$ cat src/rtl/ifm_row_fetcher_pkg.sv
// ifm_row_fetcher_pkg: shared types and default widths for the IFM row fetcher.
// Provides the FSM state encoding, the one-hot row-buffer select helper and
// fallbacks for the controller_params.vh defines (W_SIZE, W_CHANNEL, IFM_DW).
// Optional feature macro used by the fetcher: ROW_FETCH_ZERO_PAD_EN.

`ifndef W_SIZE
`define W_SIZE 10
`endif
`ifndef W_CHANNEL
`define W_CHANNEL 10
`endif
`ifndef IFM_DW
`define IFM_DW 32
`endif

package ifm_row_fetcher_pkg;

   localparam int W_SIZE_DEF    = `W_SIZE;
   localparam int W_CHANNEL_DEF = `W_CHANNEL;
   localparam int IFM_DW_DEF    = `IFM_DW;

   typedef enum logic [2:0] {
      ST_IDLE  = 3'd0,
      ST_PREP  = 3'd1,
      ST_READ  = 3'd2,
      ST_DRAIN = 3'd3,
      ST_DONE  = 3'd4
   } state_t;

   // Buffer index 3 selects no buffer at all.
   function automatic logic [2:0] buf_onehot(input logic [1:0] b);
      logic [2:0] oh;
      oh = 3'b000;
      case (b)
         2'd0:    oh = 3'b001;
         2'd1:    oh = 3'b010;
         2'd2:    oh = 3'b100;
         default: oh = 3'b000;
      endcase
      return oh;
   endfunction

endpackage

$ cat src/rtl/ifm_row_fetcher.sv
// ifm_row_fetcher: copies one input-feature-map row (width*channel words) from
// the IFM buffer into one of three row buffers, one word per cycle.
// Ports: clk/rstn; q_width/q_height/q_channel tile geometry; m_req_load/row/buf
// request; o_req_done/o_busy status; o_ifm_rd_addr/i_ifm_rd_data IFM read port
// (1-cycle read latency); o_rb_we (one-hot)/o_rb_addr/o_rb_data row-buffer write.
// Latency: request cycle 0, writes cycles 3..2+N, done pulse cycle 3+N.
// Optional macro ROW_FETCH_ZERO_PAD_EN: rows at or beyond q_height are written
// as N zero words instead of being skipped.

module ifm_row_fetcher
   import ifm_row_fetcher_pkg::*;
#(
   parameter int W_SIZE    = W_SIZE_DEF,
   parameter int W_CHANNEL = W_CHANNEL_DEF,
   parameter int IFM_DW    = IFM_DW_DEF,
   parameter int IFM_AW    = 16,
   parameter int ROW_AW    = 11,
   parameter int ROW_DEPTH = 1536
)(
   input  logic                 clk,
   input  logic                 rstn,
   input  logic [W_SIZE-1:0]    q_width,
   input  logic [W_SIZE-1:0]    q_height,
   input  logic [W_CHANNEL-1:0] q_channel,
   input  logic                 m_req_load,
   input  logic [W_SIZE-1:0]    m_req_row,
   input  logic [1:0]           m_req_buf,
   output logic                 o_req_done,
   output logic                 o_busy,
   output logic [IFM_AW-1:0]    o_ifm_rd_addr,
   input  logic [IFM_DW-1:0]    i_ifm_rd_data,
   output logic [2:0]           o_rb_we,
   output logic [ROW_AW-1:0]    o_rb_addr,
   output logic [IFM_DW-1:0]    o_rb_data
);

   // Products are formed wide enough never to overflow, then truncated.
   localparam int                PW      = W_SIZE + W_CHANNEL + IFM_AW;
   localparam logic [IFM_AW-1:0] DEPTH_W = IFM_AW'(ROW_DEPTH);

   state_t                state_q, state_d;
   logic [W_SIZE-1:0]     row_q, width_q, height_q;
   logic [W_CHANNEL-1:0]  chan_q;
   logic [1:0]            buf_q;
   logic [IFM_AW-1:0]     n_q, base_q, k_q;
   logic                  pad_q;
   logic                  wr_vld_q;
   logic [ROW_AW-1:0]     wr_addr_q;

   logic [IFM_AW-1:0]     n_raw, n_clamp, base_calc;
   logic                  row_oob, skip, pad_d, last_k;

   // Row stride uses the unclamped (truncated) word count; only the copy
   // length is limited to the row buffer depth.
   assign n_raw     = IFM_AW'(PW'(width_q) * PW'(chan_q));
   assign n_clamp   = (n_raw > DEPTH_W) ? DEPTH_W : n_raw;
   assign base_calc = IFM_AW'(PW'(row_q) * PW'(n_raw));
   assign row_oob   = (row_q >= height_q);
   assign last_k    = (k_q == (n_q - IFM_AW'(1)));

`ifdef ROW_FETCH_ZERO_PAD_EN
   assign skip  = (n_clamp == '0) || (buf_q == 2'd3);
   assign pad_d = row_oob;
`else
   assign skip  = (n_clamp == '0) || (buf_q == 2'd3) || row_oob;
   assign pad_d = 1'b0;
`endif

   // State register
   always_ff @(posedge clk or negedge rstn) begin
      if (!rstn) state_q <= ST_IDLE;
      else       state_q <= state_d;
   end

   // Next-state logic
   always_comb begin
      state_d = state_q;
      case (state_q)
         ST_IDLE:  if (m_req_load) state_d = ST_PREP;
         ST_PREP:  state_d = skip ? ST_DONE : ST_READ;
         ST_READ:  if (last_k) state_d = ST_DRAIN;
         ST_DRAIN: state_d = ST_DONE;
         ST_DONE:  state_d = ST_IDLE;
         default:  state_d = ST_IDLE;
      endcase
   end

   // Request latch, address counter and one-stage write pipeline
   always_ff @(posedge clk or negedge rstn) begin
      if (!rstn) begin
         row_q     <= '0;
         width_q   <= '0;
         height_q  <= '0;
         chan_q    <= '0;
         buf_q     <= '0;
         n_q       <= '0;
         base_q    <= '0;
         k_q       <= '0;
         pad_q     <= 1'b0;
         wr_vld_q  <= 1'b0;
         wr_addr_q <= '0;
      end else begin
         if (state_q == ST_IDLE && m_req_load) begin
            row_q    <= m_req_row;
            width_q  <= q_width;
            height_q <= q_height;
            chan_q   <= q_channel;
            buf_q    <= m_req_buf;
         end
         if (state_q == ST_PREP) begin
            n_q    <= n_clamp;
            base_q <= base_calc;
            pad_q  <= pad_d;
            k_q    <= '0;
         end else if (state_q == ST_READ) begin
            k_q <= k_q + IFM_AW'(1);
         end
         // Read data for address k returns next cycle, so the write for k
         // is issued one cycle behind the read.
         wr_vld_q  <= (state_q == ST_READ);
         wr_addr_q <= ROW_AW'(k_q);
      end
   end

   // Outputs
   always_comb begin
      o_busy        = (state_q != ST_IDLE);
      o_req_done    = (state_q == ST_DONE);
      o_ifm_rd_addr = '0;
      if (state_q == ST_READ && !pad_q) o_ifm_rd_addr = base_q + k_q;
      o_rb_we   = wr_vld_q ? buf_onehot(buf_q) : 3'b000;
      o_rb_addr = wr_vld_q ? wr_addr_q : '0;
      o_rb_data = (wr_vld_q && !pad_q) ? i_ifm_rd_data : '0;
   end

endmodule

$ cat config.mk
export PLATFORM = sky130hd
export DESIGN_NAME = ifm_row_fetcher
export DESIGN_NICKNAME = d
export VERILOG_FILES = /design/src/rtl/ifm_row_fetcher_pkg.sv /design/src/rtl/ifm_row_fetcher.sv
export SDC_FILE = /design/constraint.sdc
export NUM_CORES = 1
export LEC_CHECK = 0
export BUFFER_PORTS_ARGS = -buffer_cell sky130_fd_sc_hd__clkbuf_2
export CAP_MARGIN = 40
export CELL_PAD_IN_SITES_DETAIL_PLACEMENT = 0
export CELL_PAD_IN_SITES_GLOBAL_PLACEMENT = 1
export CORE_UTILIZATION = 45
export CTS_CLUSTER_SIZE = 10
export DETAILED_ROUTE_END_ITERATION = 10
export PLACE_DENSITY_LB_ADDON = 0.2
export RECOVER_POWER = 50
export SYNTH_ARGS = -nofsm -noshare
export SYNTH_HDL_FRONTEND = slang
export SYNTH_SLANG_ARGS = --single-unit
$ cat constraint.sdc
create_clock -name clk -period 11.6 [get_ports clk]
set_input_delay 0 -clock clk [delete_from_list [all_inputs] [get_ports clk]]
set_output_delay 0 -clock clk [all_outputs]
set_load 0.02 [all_outputs]
## Yosys cells after proc, flatten, opt, wreduce, memory -nomap -nowiden

Index checks and enable logic that the tools add are counted.

- Output and inout bits: 64
- Logic and storage cells: 49
- Register bits: 105
- Bits of input ports: 77

- Add/subtract/negate cells: 3
- Reduce and logical (&&, ||, !) cells: 9
- Order comparisons: 2
- Multiplexer cells: 12
- Equal/unequal tests: 10
- Multipliers: 2

Operator list:

| cell | count |
|---|---|
| 16-bit 2-to-1 mux | 4 |
| 32-bit 2-to-1 mux | 1 |
| 16-bit by 1-bit adder with 16-bit output (second input constant) | 1 |
| 16-bit adder | 1 |
| 16-bit == test | 1 |
| 16-bit by 11-bit > comparator with 1-bit output (second input constant) | 1 |
| 16-bit logical NOT | 1 |
| 10-bit by 10-bit multiplier with 16-bit output | 1 |
| 10-bit by 16-bit multiplier with 16-bit output | 1 |
| 16-bit by 1-bit subtractor with 16-bit output (second input constant) | 1 |
| 3-bit 2-to-1 mux | 4 |
| 3-bit case mux with 4 select lines | 1 |
| 11-bit 2-to-1 mux | 1 |
| 10-bit greater-or-equal comparator | 1 |
| 3-bit case mux with 3 select lines | 1 |
| 3-bit by 2-bit == test with 1-bit output (second input constant) | 2 |
| 2-bit == test (second input constant) | 2 |
| 2-bit inequality test (second input constant) | 2 |
| 3-bit by 1-bit == test with 1-bit output (second input constant) | 1 |
| 3-bit == test (second input constant) | 1 |
| 3-bit logical NOT | 1 |
| 3-bit nonzero test | 1 |
| 2-bit by 1-bit == test with 1-bit output (second input constant) | 1 |
| 2-bit logical NOT | 1 |
| 4 further kinds | 5 |

## Longest topological paths before layout

- Depth in word-level cells: 8
- Depth in mapped cells: 36
- Mapped depth without buffers: 34

## Worst setup path after synthesis

Ideal clock, no wire load.

- Path kind: reg2reg
- Start: register chan_q[1]
- End: register base_q[15]
- Stages on the path, launching flop included: 36
- Buffers on the path: 1
- Data arrival time: 8.913 ns
- Period minus slack after synthesis: 8.989 ns
- Path slack: 2.611 ns
- Data required time: 11.524 ns
- Library setup time: 0.076 ns
- Path through: dfrtp_1 > clkbuf_1 > nand2_1 > fa_1 > inv_1 > fa_1 > inv_1 > fa_1 > inv_1 > fa_1 > inv_1 > fa_1 > inv_1 > ha_1 > o21a_1 > a21oi_2 > o21a_4 > o21a_1 > xnor2_1 > nand2_1 > fa_1 > inv_1 > fa_1 > fa_1 > fa_1 > inv_1 > fa_1 > xnor2_1 > xnor2_1 > xnor2_1 > xnor2_1 > xnor3_1 > xor3_1 > xnor3_1 > xor2_1 > o21ai_1

- Cells in the longest elaborated chain, start to end: 2

Ends and longest elaborated chain:

| item | line | source |
|---|---|---|
| start, declared | ifm_row_fetcher.sv:43 | `logic [W_CHANNEL-1:0] chan_q;` |
| start signal, assigned | ifm_row_fetcher.sv:107 | `chan_q <= q_channel;` |
| 10-bit by 10-bit multiplier with 16-bit output | ifm_row_fetcher.sv:55 | `assign n_raw = IFM_AW'(PW'(width_q) * PW'(chan_q));` |
| 10-bit by 16-bit multiplier with 16-bit output | ifm_row_fetcher.sv:57 | `assign base_calc = IFM_AW'(PW'(row_q) * PW'(n_raw));` |
| end signal, assigned | ifm_row_fetcher.sv:112 | `base_q <= base_calc;` |
| end, declared | ifm_row_fetcher.sv:45 | `logic [IFM_AW-1:0] n_q, base_q, k_q;` |

Every way passes these cells.
A chain may end at the register's enable or synchronous reset.

## Worst setup path after layout

- Start: register width_q[5]
- End: register base_q[15]

- Cells in the longest elaborated chain, start to end: 2

Ends and longest elaborated chain:

| item | line | source |
|---|---|---|
| start, declared | ifm_row_fetcher.sv:42 | `logic [W_SIZE-1:0] row_q, width_q, height_q;` |
| start signal, assigned | ifm_row_fetcher.sv:105 | `width_q <= q_width;` |
| 10-bit by 10-bit multiplier with 16-bit output | ifm_row_fetcher.sv:55 |  |
| 10-bit by 16-bit multiplier with 16-bit output | ifm_row_fetcher.sv:57 |  |

Every way passes these cells.

==> flow_summary.json <==
{
  "hp-class": "input port to output pin",
  "routabilityCongestion": 0.838,
  "rsz0062_at_grt": "no",
  "path_class": "flip-flop to flip-flop",
  "numCtsBuffers": 9,
  "post-dp-hpwl_um": 21600,
  "drt_iter0_markers": 471,
  "grt_max_degree": 67,
  "synth_edf_count": 0,
  "arrival_ps": 9720,
  "hold_viol": 0,
  "dr.pass1.iters": 4,
  "synth.avg_cell_area_um2": 9.12,
  "status": "finished, violations left",
  "cpPeakStageDelay_ps": 580,
  "die_height_um": 163,
  "grtUsageTotal": 0.217,
  "critPathMaxFanout": 11,
  "tightestPinTransition_ps": 3180,
  "layout.nets": 1727,
  "cts.sinks": 105,
  "violations": "max-capacitance violations, max-slew violations",
  "synthCells": 1275,
  "maxCapViolations": 2,
  "drive_gt1_frac": 0.137,
  "core_mm2": 0.0253,
  "relSlewSlack": -1.12,
  "synth_nets": 1575,
  "yosysTopAreaCellShare": 0.226,
  "cp.required_ps": 11820,
  "ant_nets": 0,
  "cpMaxStageDelayCell": "fa_1",
  "fin_ws_ps": 2100,
  "ys.flop_type": "dfrtp_1",
  "cp-end-kind": "flip-flop",
  "port_buffers": 140,
  "routed_wl_um": 27500,
  "max_freq_mhz": 105,
  "drcViolationCount": 0,
  "cts-root-buf": "clkbuf_16",
  "synth-async-reset-ratio": 1.00,
  "setup_viol": 0,
  "final.setup_skew_ps": 14.3,
  "preCtsSetupSlack_ps": 2090,
  "clockBufferDepth": 2,
  "die_w_um": 163,
  "dieArea_mm2": 0.0265,
  "insertion_delay_ps": 360,
  "cts_tree": "built",
  "start_kind": "flip-flop",
  "start_util": 0.460,
  "grt_pass1_vias": 8922,
  "yosys_register_bits": 105,
  "grt_pass1_wl_um": 45200,
  "h-tree-depth": 3,
  "antenna_found_initial": 0,
  "yosysTopAreaCell": "dfrtp_1",
  "rows": 58,
  "setup_tns_ps": 0,
  "synth.cell_area_mm2": 0.0116,
  "avgRoutedWirePerCell_um": 15.6,
  "areaGrowthSynthToFinish_pct": 14.6,
  "viasPerCell": 5.01,
  "synth_seq_area_share": 0.226,
  "min_period_over_period": 0.819,
  "slew_viol_final": 94,
  "path_clk_slew_ps": 80,
  "cp_common_cell": "fa_1",
  "num_vias": 8829,
  "ioPinCount": 141,
  "post_cts_buffers": 0,
  "yosys_warnings": 0,
  "grt_overflow": 0,
  "min_period_ps": 9500,
  "synth_area_leaders": "dfrtp_1, fa_1, ha_1, nand2_1, and2_1",
  "n_antenna_cell": 0,
  "synth_cell_types": 64
}
[layout by cell type, fill, tap and decap left out, types with 9 or more instances in the layout]
master / count
fa_1: 128
o21bai_1: 11
o31ai_1: 12
ha_1: 95
clkbuf_16: 9
o21ai_0: 48
nand3_1: 16
and2_0: 9
mux2_2: 32
and2_1: 102
nand2b_1: 14
dfrtp_1: 105
xor2_1: 20
dlygate4sd3_1: 44
xnor2_1: 58
a21o_1: 17
clkbuf_2: 127
a21oi_1: 27
nor3_1: 9
clkbuf_1: 16
nand2_1: 196
inv_1: 178
and3_1: 15
nor2_1: 46
[Yosys cell counts (2+ instances only)]
library cell and count:
nor2b_1 8, nand4_1 5, nor2_1 46, and3_1 15, nand2_1 196, xor3_1 2
nor3_1 10, xnor2_2 2, a21o_1 17, o211ai_1 2, or4_1 3, clkinv_1 2
inv_1 178, a21oi_1 27, nand3_1 16, o21ai_0 48, nor3b_1 2, xnor3_1 2
o31ai_1 12, clkbuf_1 50, o21a_1 8, nor4_1 5, mux2_2 32, xor2_1 20
o22ai_1 2, and2_1 111, o21bai_1 11, nand3b_1 2, dfrtp_1 105, buf_1 2
nand2_2 2, a2111oi_0 2, nand2b_1 14, xnor2_1 58, or3_1 5, mux2i_1 4
ha_1 95, fa_1 128
[sequential cells by signal, indices dropped and copies added (netlist names)]
register,flops
width_q,10
state_q,3
n_q,16
row_q,10
wr_vld_q,1
wr_addr_q,11
chan_q,10
height_q,10
k_q,16
buf_q,2
base_q,16
[metrics by stage]
stage | cells | cell area [um2] | util | hold WS, ps
finish | 1762 | 13300 | 0.528 | 334
global route | 1762 | 13300 | 0.528 | 353
CTS | 1762 | 13400 | 0.530 | 139
detailed placement | 1702 | 12600 | 0.501 | -21.2
global placement | 1698 | 12600 | 0.498 | -21.2
floorplan | 1275 | 11600 | - | -296
[per-layer routing]
layer  wire length, um  part of all wire  GRT usage  vias to the layer above
met5                 0                 0          0                        -
met4               567             0.021     0.0722                        0
met3               843             0.031     0.0252                       32
met2             14100              0.51      0.378                      162
met1             12000              0.44      0.281                     4296
li1                  -                 -          -                     4339
[final cells by class]
cell class | count | area [um2]
repair buffers | 196 | 1210
clock buffers | 10 | 229
fillers | 2401 | 11900
flip-flops and latches | 105 | 2630
clock inverters | 6 | 62.6
inverters | 180 | 676
well taps | 330 | 413
multi-input cells | 935 | 8110
[timing repair]
action | in CTS | in global routing
resized for setup | 0 | 0
endpoints found under the hold margin | 75 | 0
hold buffers | 44 | 0
setup endpoints to repair | 0 | 0
[kinds of logic (layout without fill, tap and decap cells)]
kind of cell | count (synthesis) | after routing | synth area share
compound gates | 146 | 146 | 0.0819
xor+xnor | 85 | 85 | 0.0719
fa+ha+maj | 223 | 223 | 0.323
buf+inv | 235 | 392 | 0.0769
flops | 105 | 105 | 0.226
mux | 36 | 36 | 0.0344
simple gates | 445 | 445 | 0.186
[worst max-delay path, delay by kind of cell, from the launching register on]
family | cells | cell delay (ps)
fa+ha+maj | 11 | 5110
xor+xnor | 9 | 2140
compound gates | 5 | 940
flops | 1 | 560
simple gates | 3 | 360
buf+inv | 5 | 240
[path summary, 6_finish.rpt]
| kind | startpoint | to | slack (ps) | cells past startpoint |
|---|---|---|---|---|
| setup / recovery | width_q[5] | base_q[15] | 2100 | 33 |
| hold / removal | i_ifm_rd_data[8] | o_rb_data[8] | 330 | 3 |
| setup reg to reg | width_q[5] | base_q[15] | 2100 | 33 |
| hold reg to reg | base_q[4] | base_q[4] | 500 | 2 |
| max in group asynchronous | rstn | chan_q[5] | 6490 | 4 |
| min in group asynchronous | rstn | k_q[13] | 700 | 2 |
Power is not shown: default switching activity piles up to over one toggle a cycle in this logic, so the estimate is an artifact.
